<file path="src/rtl/gtfraw_axil_cmd_sequencer.sv">
// AXI4-Lite master that executes write / read / poll / delay commands one at a time.
// Optional bus watchdog with HALT state: define GTFRAW_AXIL_SEQ_WATCHDOG_EN.
module gtfraw_axil_cmd_sequencer #(
    parameter int ADDR_W         = 32,
    parameter int DATA_W         = 32,
    parameter int POLL_MAX       = 1024,
    parameter int POLL_GAP       = 16,
    parameter int TIMEOUT_CYCLES = 4096
) (
    input  logic                s_axi_aclk,
    input  logic                s_axi_areset,
    input  logic                cmd_valid,
    output logic                cmd_ready,
    input  logic [1:0]          cmd_op,
    input  logic [ADDR_W-1:0]   cmd_addr,
    input  logic [DATA_W-1:0]   cmd_data,
    input  logic [DATA_W-1:0]   cmd_mask,
    output logic                rsp_valid,
    input  logic                rsp_ready,
    output logic [DATA_W-1:0]   rsp_data,
    output logic [1:0]          rsp_err,
    output logic                busy,
    output logic [ADDR_W-1:0]   m_axi_awaddr,
    output logic                m_axi_awvalid,
    input  logic                m_axi_awready,
    output logic [DATA_W-1:0]   m_axi_wdata,
    output logic [DATA_W/8-1:0] m_axi_wstrb,
    output logic                m_axi_wvalid,
    input  logic                m_axi_wready,
    input  logic [1:0]          m_axi_bresp,
    input  logic                m_axi_bvalid,
    output logic                m_axi_bready,
    output logic [ADDR_W-1:0]   m_axi_araddr,
    output logic                m_axi_arvalid,
    input  logic                m_axi_arready,
    input  logic [DATA_W-1:0]   m_axi_rdata,
    input  logic [1:0]          m_axi_rresp,
    input  logic                m_axi_rvalid,
    output logic                m_axi_rready
);
    localparam int ATT_W = $clog2(POLL_MAX + 1);
    localparam int GAP_W = (POLL_GAP > 0) ? $clog2(POLL_GAP + 1) : 1;

    typedef enum logic [3:0] {
        IDLE, WR_REQ, WR_RESP, RD_REQ, RD_DATA, POLL_WAIT, DELAY, RSP, HALT
    } state_t;

    typedef enum logic [1:0] {OP_WRITE, OP_READ, OP_POLL, OP_DELAY} op_t;

    state_t              state, state_nxt;
    op_t                 op_q;
    logic [ADDR_W-1:0]   addr_q;
    logic [DATA_W-1:0]   data_q, mask_q, dly_cnt;
    logic [ATT_W-1:0]    attempt;
    logic [GAP_W-1:0]    gap_cnt;
    logic                awvalid_q, wvalid_q, arvalid_q;
    logic                accept, poll_match, poll_retry, wd_timeout, halt_q;

    assign accept     = (state == IDLE) && cmd_valid;
    assign poll_match = (m_axi_rdata & mask_q) == (data_q & mask_q);
    // A poll read that is clean, unmatched and not the last attempt loops back.
    assign poll_retry = (op_q == OP_POLL) && (m_axi_rresp == 2'd0) && !poll_match
                        && (attempt != ATT_W'(POLL_MAX));

    assign cmd_ready     = (state == IDLE);
    assign busy          = (state != IDLE);
    assign rsp_valid     = (state == RSP);
    assign m_axi_bready  = (state == WR_RESP);
    assign m_axi_rready  = (state == RD_DATA);
    assign m_axi_awvalid = awvalid_q;
    assign m_axi_wvalid  = wvalid_q;
    assign m_axi_arvalid = arvalid_q;
    assign m_axi_awaddr  = addr_q;
    assign m_axi_araddr  = addr_q;
    assign m_axi_wdata   = data_q;
    assign m_axi_wstrb   = '1;

    always_ff @(posedge s_axi_aclk or posedge s_axi_areset) begin
        if (s_axi_areset) state <= IDLE;
        else              state <= state_nxt;
    end

    always_comb begin
        // NOTE: default first so every path assigns state_nxt and no latch is inferred.
        state_nxt = state;
        case (state)
            IDLE: if (cmd_valid) begin
                case (op_t'(cmd_op))
                    OP_WRITE: state_nxt = WR_REQ;
                    OP_DELAY: state_nxt = (cmd_data == '0) ? RSP : DELAY;
                    default:  state_nxt = RD_REQ;
                endcase
            end
            WR_REQ:    if ((!awvalid_q || m_axi_awready) && (!wvalid_q || m_axi_wready))
                           state_nxt = WR_RESP;
            WR_RESP:   if (m_axi_bvalid) state_nxt = RSP;
            RD_REQ:    if (m_axi_arready) state_nxt = RD_DATA;
            RD_DATA:   if (m_axi_rvalid) begin
                if (!poll_retry)        state_nxt = RSP;
                else if (POLL_GAP == 0) state_nxt = RD_REQ;
                else                    state_nxt = POLL_WAIT;
            end
            POLL_WAIT: if (gap_cnt == GAP_W'(1)) state_nxt = RD_REQ;
            DELAY:     if (dly_cnt == DATA_W'(1)) state_nxt = RSP;
            RSP:       if (rsp_ready) state_nxt = halt_q ? HALT : IDLE;
            HALT:      state_nxt = HALT;
            default:   state_nxt = IDLE;
        endcase
        if (wd_timeout) state_nxt = RSP;
    end

    // NOTE: sequential state uses non-blocking assignments so all registers update together.
    always_ff @(posedge s_axi_aclk or posedge s_axi_areset) begin
        if (s_axi_areset) begin
            op_q      <= OP_WRITE;
            addr_q    <= '0;
            data_q    <= '0;
            mask_q    <= '0;
            dly_cnt   <= '0;
            attempt   <= '0;
            gap_cnt   <= '0;
            awvalid_q <= 1'b0;
            wvalid_q  <= 1'b0;
            arvalid_q <= 1'b0;
            rsp_data  <= '0;
            rsp_err   <= 2'd0;
        end else begin
            case (state)
                IDLE: if (accept) begin
                    op_q      <= op_t'(cmd_op);
                    addr_q    <= cmd_addr;
                    data_q    <= cmd_data;
                    mask_q    <= cmd_mask;
                    dly_cnt   <= cmd_data;
                    attempt   <= ATT_W'(1);
                    rsp_data  <= '0;
                    rsp_err   <= 2'd0;
                    awvalid_q <= (op_t'(cmd_op) == OP_WRITE);
                    wvalid_q  <= (op_t'(cmd_op) == OP_WRITE);
                    arvalid_q <= (op_t'(cmd_op) == OP_READ) || (op_t'(cmd_op) == OP_POLL);
                end
                WR_REQ: begin
                    if (m_axi_awready) awvalid_q <= 1'b0;
                    if (m_axi_wready)  wvalid_q  <= 1'b0;
                end
                WR_RESP: if (m_axi_bvalid) rsp_err <= (m_axi_bresp != 2'd0) ? 2'd1 : 2'd0;
                RD_REQ:  if (m_axi_arready) arvalid_q <= 1'b0;
                RD_DATA: if (m_axi_rvalid) begin
                    rsp_data <= m_axi_rdata;
                    if (m_axi_rresp != 2'd0)
                        rsp_err <= 2'd1;
                    else if (op_q == OP_POLL && !poll_match && attempt == ATT_W'(POLL_MAX))
                        rsp_err <= 2'd2;
                    else
                        rsp_err <= 2'd0;
                    if (poll_retry) begin
                        if (POLL_GAP == 0) begin
                            arvalid_q <= 1'b1;
                            attempt   <= attempt + 1'b1;
                        end else begin
                            gap_cnt   <= GAP_W'(POLL_GAP);
                        end
                    end
                end
                POLL_WAIT: begin
                    gap_cnt <= gap_cnt - 1'b1;
                    if (gap_cnt == GAP_W'(1)) begin
                        arvalid_q <= 1'b1;
                        attempt   <= attempt + 1'b1;
                    end
                end
                DELAY:   dly_cnt <= dly_cnt - 1'b1;
                default: ;
            endcase
            if (wd_timeout) begin
                awvalid_q <= 1'b0;
                wvalid_q  <= 1'b0;
                arvalid_q <= 1'b0;
                rsp_err   <= 2'd3;
            end
        end
    end

`ifdef GTFRAW_AXIL_SEQ_WATCHDOG_EN
    localparam int WD_W = $clog2(TIMEOUT_CYCLES + 1);
    logic [WD_W-1:0] wd_cnt;
    logic            wd_active, halt_r;

    assign wd_active  = (state == WR_REQ) || (state == WR_RESP) ||
                        (state == RD_REQ) || (state == RD_DATA);
    assign wd_timeout = wd_active && (wd_cnt == WD_W'(TIMEOUT_CYCLES - 1));
    assign halt_q     = halt_r;

    // Counts cycles spent in the current bus-wait state; any state change restarts it.
    always_ff @(posedge s_axi_aclk or posedge s_axi_areset) begin
        if (s_axi_areset) begin
            wd_cnt <= '0;
            halt_r <= 1'b0;
        end else begin
            if (!wd_active || state_nxt != state) wd_cnt <= '0;
            else                                  wd_cnt <= wd_cnt + 1'b1;
            if (wd_timeout) halt_r <= 1'b1;
        end
    end
`else
    assign wd_timeout = 1'b0;
    assign halt_q     = 1'b0;
`endif

endmodule

</file>
<file path="config.mk">
export PLATFORM = sky130hd
export DESIGN_NAME = gtfraw_axil_cmd_sequencer
export DESIGN_NICKNAME = d
export VERILOG_FILES = /design/src/rtl/gtfraw_axil_cmd_sequencer.sv
export SDC_FILE = /design/constraint.sdc
export NUM_CORES = 1
export LEC_CHECK = 0
export ABC_AREA = 1
export CORE_ASPECT_RATIO = 0.7
export CORE_MARGIN = 3
export CORE_UTILIZATION = 48
export CTS_CLUSTER_SIZE = 12
export DETAILED_ROUTE_END_ITERATION = 7
export PLACE_DENSITY = 0.81
export SKIP_CTS_REPAIR_TIMING = 1
export SLEW_MARGIN = 30
export SYNTH_ARGS = -nofsm -noshare
export SYNTH_HDL_FRONTEND = slang
export SYNTH_SLANG_ARGS = --single-unit
</file>
<file path="constraint.sdc">
create_clock -name s_axi_aclk -period 9 [get_ports s_axi_aclk]
set_input_delay 1.8 -clock s_axi_aclk [delete_from_list [all_inputs] [get_ports s_axi_aclk]]
set_output_delay 1.8 -clock s_axi_aclk [all_outputs]
set_load 0.03 [all_outputs]
</file>
==> results.json <==
{
  "slew-limit-headroom": 0.3791,
  "async_flop_share": 1.000,
  "cp.arrival_ps": 2230,
  "whs_endpoint": "mask_q[31]",
  "grt_max_degree": 136,
  "num_rows": 42,
  "wl_per_cell_um": 16.81,
  "h-tree-depth": 4,
  "dp_hpwl_um": 21900,
  "clock_skew_ps": 15.87,
  "synth-seq-cells": 187,
  "r2r_end": "dly_cnt[7]",
  "timing.setup.tns_ps": 0,
  "grt_pass1_vias": 8598,
  "start_kind": "register",
  "cts_buffers": 17,
  "antenna_cells": 0,
  "ant_nets": 0,
  "ff2ff_setup_slack_ps": 5930,
  "ys_seq_area_frac": 0.4908,
  "avgSynthCellArea_um2": 7.670,
  "num_vias": 9163,
  "start_util": 0.4971,
  "design.die.area_um2": 21620,
  "hold_class": "register to register",
  "final_area_um2": 12840,
  "grt_usage": 0.2696,
  "synth_top_area_frac": 0.4908,
  "drc_errors": 0,
  "rsz0062_at_grt": "no",
  "ios": 285,
  "worstMarginPinSlew_ps": 931.4,
  "status": "complete, no violations",
  "yosysTopAreaCell": "dfrtp_1",
  "cts_buffer_depth": 2,
  "fp.dieH_um": 123.9,
  "min_from": "mask_q[31]",
  "layout-drive-gt1-share": 0.03622,
  "critPathKind": "register to primary output",
  "firstDrtPassIters": 7,
  "synth_warnings": 0,
  "cp_max_fo": 7,
  "antenna_found_initial": 0,
  "worst_r2r_path_depth": 9,
  "reg2reg_from": "state[1]",
  "fin_crit_ps": 4026,
  "worstSetupEndpointType": "primary output",
  "syn_inst": 1243,
  "ys.flop_type": "dfrtp_1",
  "report.final.slew_viol_count": 0,
  "ys_top_cells_by_area": "dfrtp_1 (49%), nand2_1 (18%), inv_1 (6.3%), nand3_1 (4.1%), o21ai_0 (3.4%)",
  "place.gp.congestion": 0.9218,
  "clock_latency_ps": 430,
  "fillers": 1580,
  "hold_violations": 0,
  "synth_edf_count": 0,
  "setup-violations-final": 0,
  "cts.sinks": 187,
  "port_buffers": 280,
  "cts_tree": "built",
  "nets": 1630,
  "powerDensity_nw_per_um2": 352.3,
  "cts_root_buffer": "clkbuf_16",
  "drt_iter0_drc": 1077,
  "core_um2": 19180,
  "grt_first_pass_wirelength_um": 46140,
  "cap_viol_max_count": 0,
  "synth_cell_types": 38,
  "worstPathRequired_ps": 7200,
  "placed_area_um2": 12270,
  "viasPerCell": 5.221,
  "path_clk_slew_ps": 70,
  "drt_wl_total_um": 29510,
  "gr-total-overflow": 0,
  "die_width_um": 174.5,
  "power_leakage_uw": 0.006201,
  "min_delay_path_depth": 2,
  "fmax_mhz": 248.4,
  "syn_area_um2": 9534,
  "ir_drop_mv": 0.1571,
  "synthToLayoutAreaGrowth_pct": 34.65,
  "post-route-period-util": 0.4474
}
-- report_power, final --
group	total [uW]	internal [uW]	switching, uW
clock network	730	388	342
logic	2300	851	1450
registers	1490	1190	304
total	4520	2430	2100
-- kinds of logic (layout without fill, tap and decap cells) --
logic type / after synthesis / after routing / share of synthesized area
DFF: 187 / 187 / 0.4908
AOI/OAI and AO/OA: 137 / 137 / 0.08452
adders and majority gates: 8 / 8 / 0.01050
xor gates and xnor gates: 16 / 16 / 0.01470
other: 1 / 4 / 0.0003933
buffers and inverters: 236 / 481 / 0.1126
and+or+nand+nor: 658 / 658 / 0.2865
-- through the flow --
step	total power, uW	hold WS [ps]	worst slack [ps]	instances	utilization
finish	4523	477.8	4974	1755	0.6693
global route	4814	489.4	4865	1755	0.6693
detailed placement	3779	459.9	4776	1724	0.6399
floorplan	2953	442.7	2115	1246	-
global placement	3730	454.6	4828	1724	0.6399
CTS	4523	477.7	4952	1755	0.6690
-- layer usage --
metal	track usage	vias to the layer above	routed length, um
met2	0.4163	461	13110
met3	0.07404	30	2901
met4	0.05221	0	327
met5	0	-	0
met1	0.3865	4324	13170
li1	-	4348	-
-- critical path, cell delays in order (launching register included) --
cell and delay, ps:
dfrtp_1 490, or2_1 410, nor2_8 80, inv_2 130, clkdlybuf4s50_1 690
-- Yosys cell counts, types with 3 or more instances --
master    count
nand2_1     445
dfrtp_1     187
inv_1       159
nor2_1       84
nand3_1      78
o21ai_0      64
buf_4        38
o22ai_1      32
buf_2        24
nor3_1       17
xor2_1       14
a21oi_1      12
nand4_1      11
o211ai_1     10
clkbuf_1      8
ha_1          8
nor4_1        8
o21ai_1       6
inv_2         5
o31ai_1       4
nor2_8        3
or2_1         3
or2_2         3
-- worst max-delay path by stage --
stage | end | cells past startpoint | from | slack, ps
finish | busy | 4 | state[1] | 4970
global route | busy | 4 | state[1] | 4860
CTS | busy | 4 | state[1] | 4950
detailed placement | dly_cnt[7] | 8 | cmd_valid | 4780
global placement | dly_cnt[14] | 8 | cmd_valid | 4830
floorplan | attempt[0] | 1 | s_axi_areset | 2110
-- registers in the layout, summed over array words and instances (netlist names) --
name and count:
attempt 11, dly_cnt 32, gap_cnt 5, m_axi_araddr 32
m_axi_arvalid 1, m_axi_awvalid 1, m_axi_wdata 32, m_axi_wvalid 1
mask_q 32, op_q 2, rsp_data 32, rsp_err 2
state 4
-- final cells by class --
type	instances	area (um^2)	share of cell area
clock buffer	18	429.2	0.03343
multi-input combinational	823	3792	0.2954
inverter	164	628.1	0.04893
timing repair buffer	286	2848	0.2218
tap	264	330.3	0.02573
clock inverter	13	130.1	0.01014
sequential	187	4679	0.3645
-- layout by cell type (no fill, tap or decap), types with 2 or more instances in the layout --
cell | netlist | routed
a21oi_1 | 12 | 12
dfrtp_1 | 187 | 187
nor2_1 | 84 | 84
nand2_1 | 445 | 445
ha_1 | 8 | 8
nand4_1 | 11 | 11
inv_2 | 5 | 5
inv_6 | 0 | 5
nand3_1 | 78 | 78
o21ai_1 | 6 | 6
o31ai_1 | 4 | 4
clkbuf_16 | 0 | 17
nor4_1 | 8 | 8
or2_2 | 3 | 3
o21ai_0 | 64 | 64
clkinv_2 | 0 | 2
inv_1 | 159 | 158
o21a_1 | 2 | 2
xor2_1 | 14 | 14
nor3_1 | 17 | 17
nand3b_1 | 2 | 2
o211ai_1 | 10 | 10
buf_4 | 38 | 6
conb_1 | 1 | 4
o22ai_1 | 32 | 32
xnor2_1 | 2 | 2
inv_8 | 0 | 2
or2_1 | 3 | 3
clkinvlp_4 | 0 | 2
nor2_8 | 3 | 3
o311ai_1 | 2 | 2
clkdlybuf4s50_1 | 0 | 280
Power figures use the tool's default switching activity.
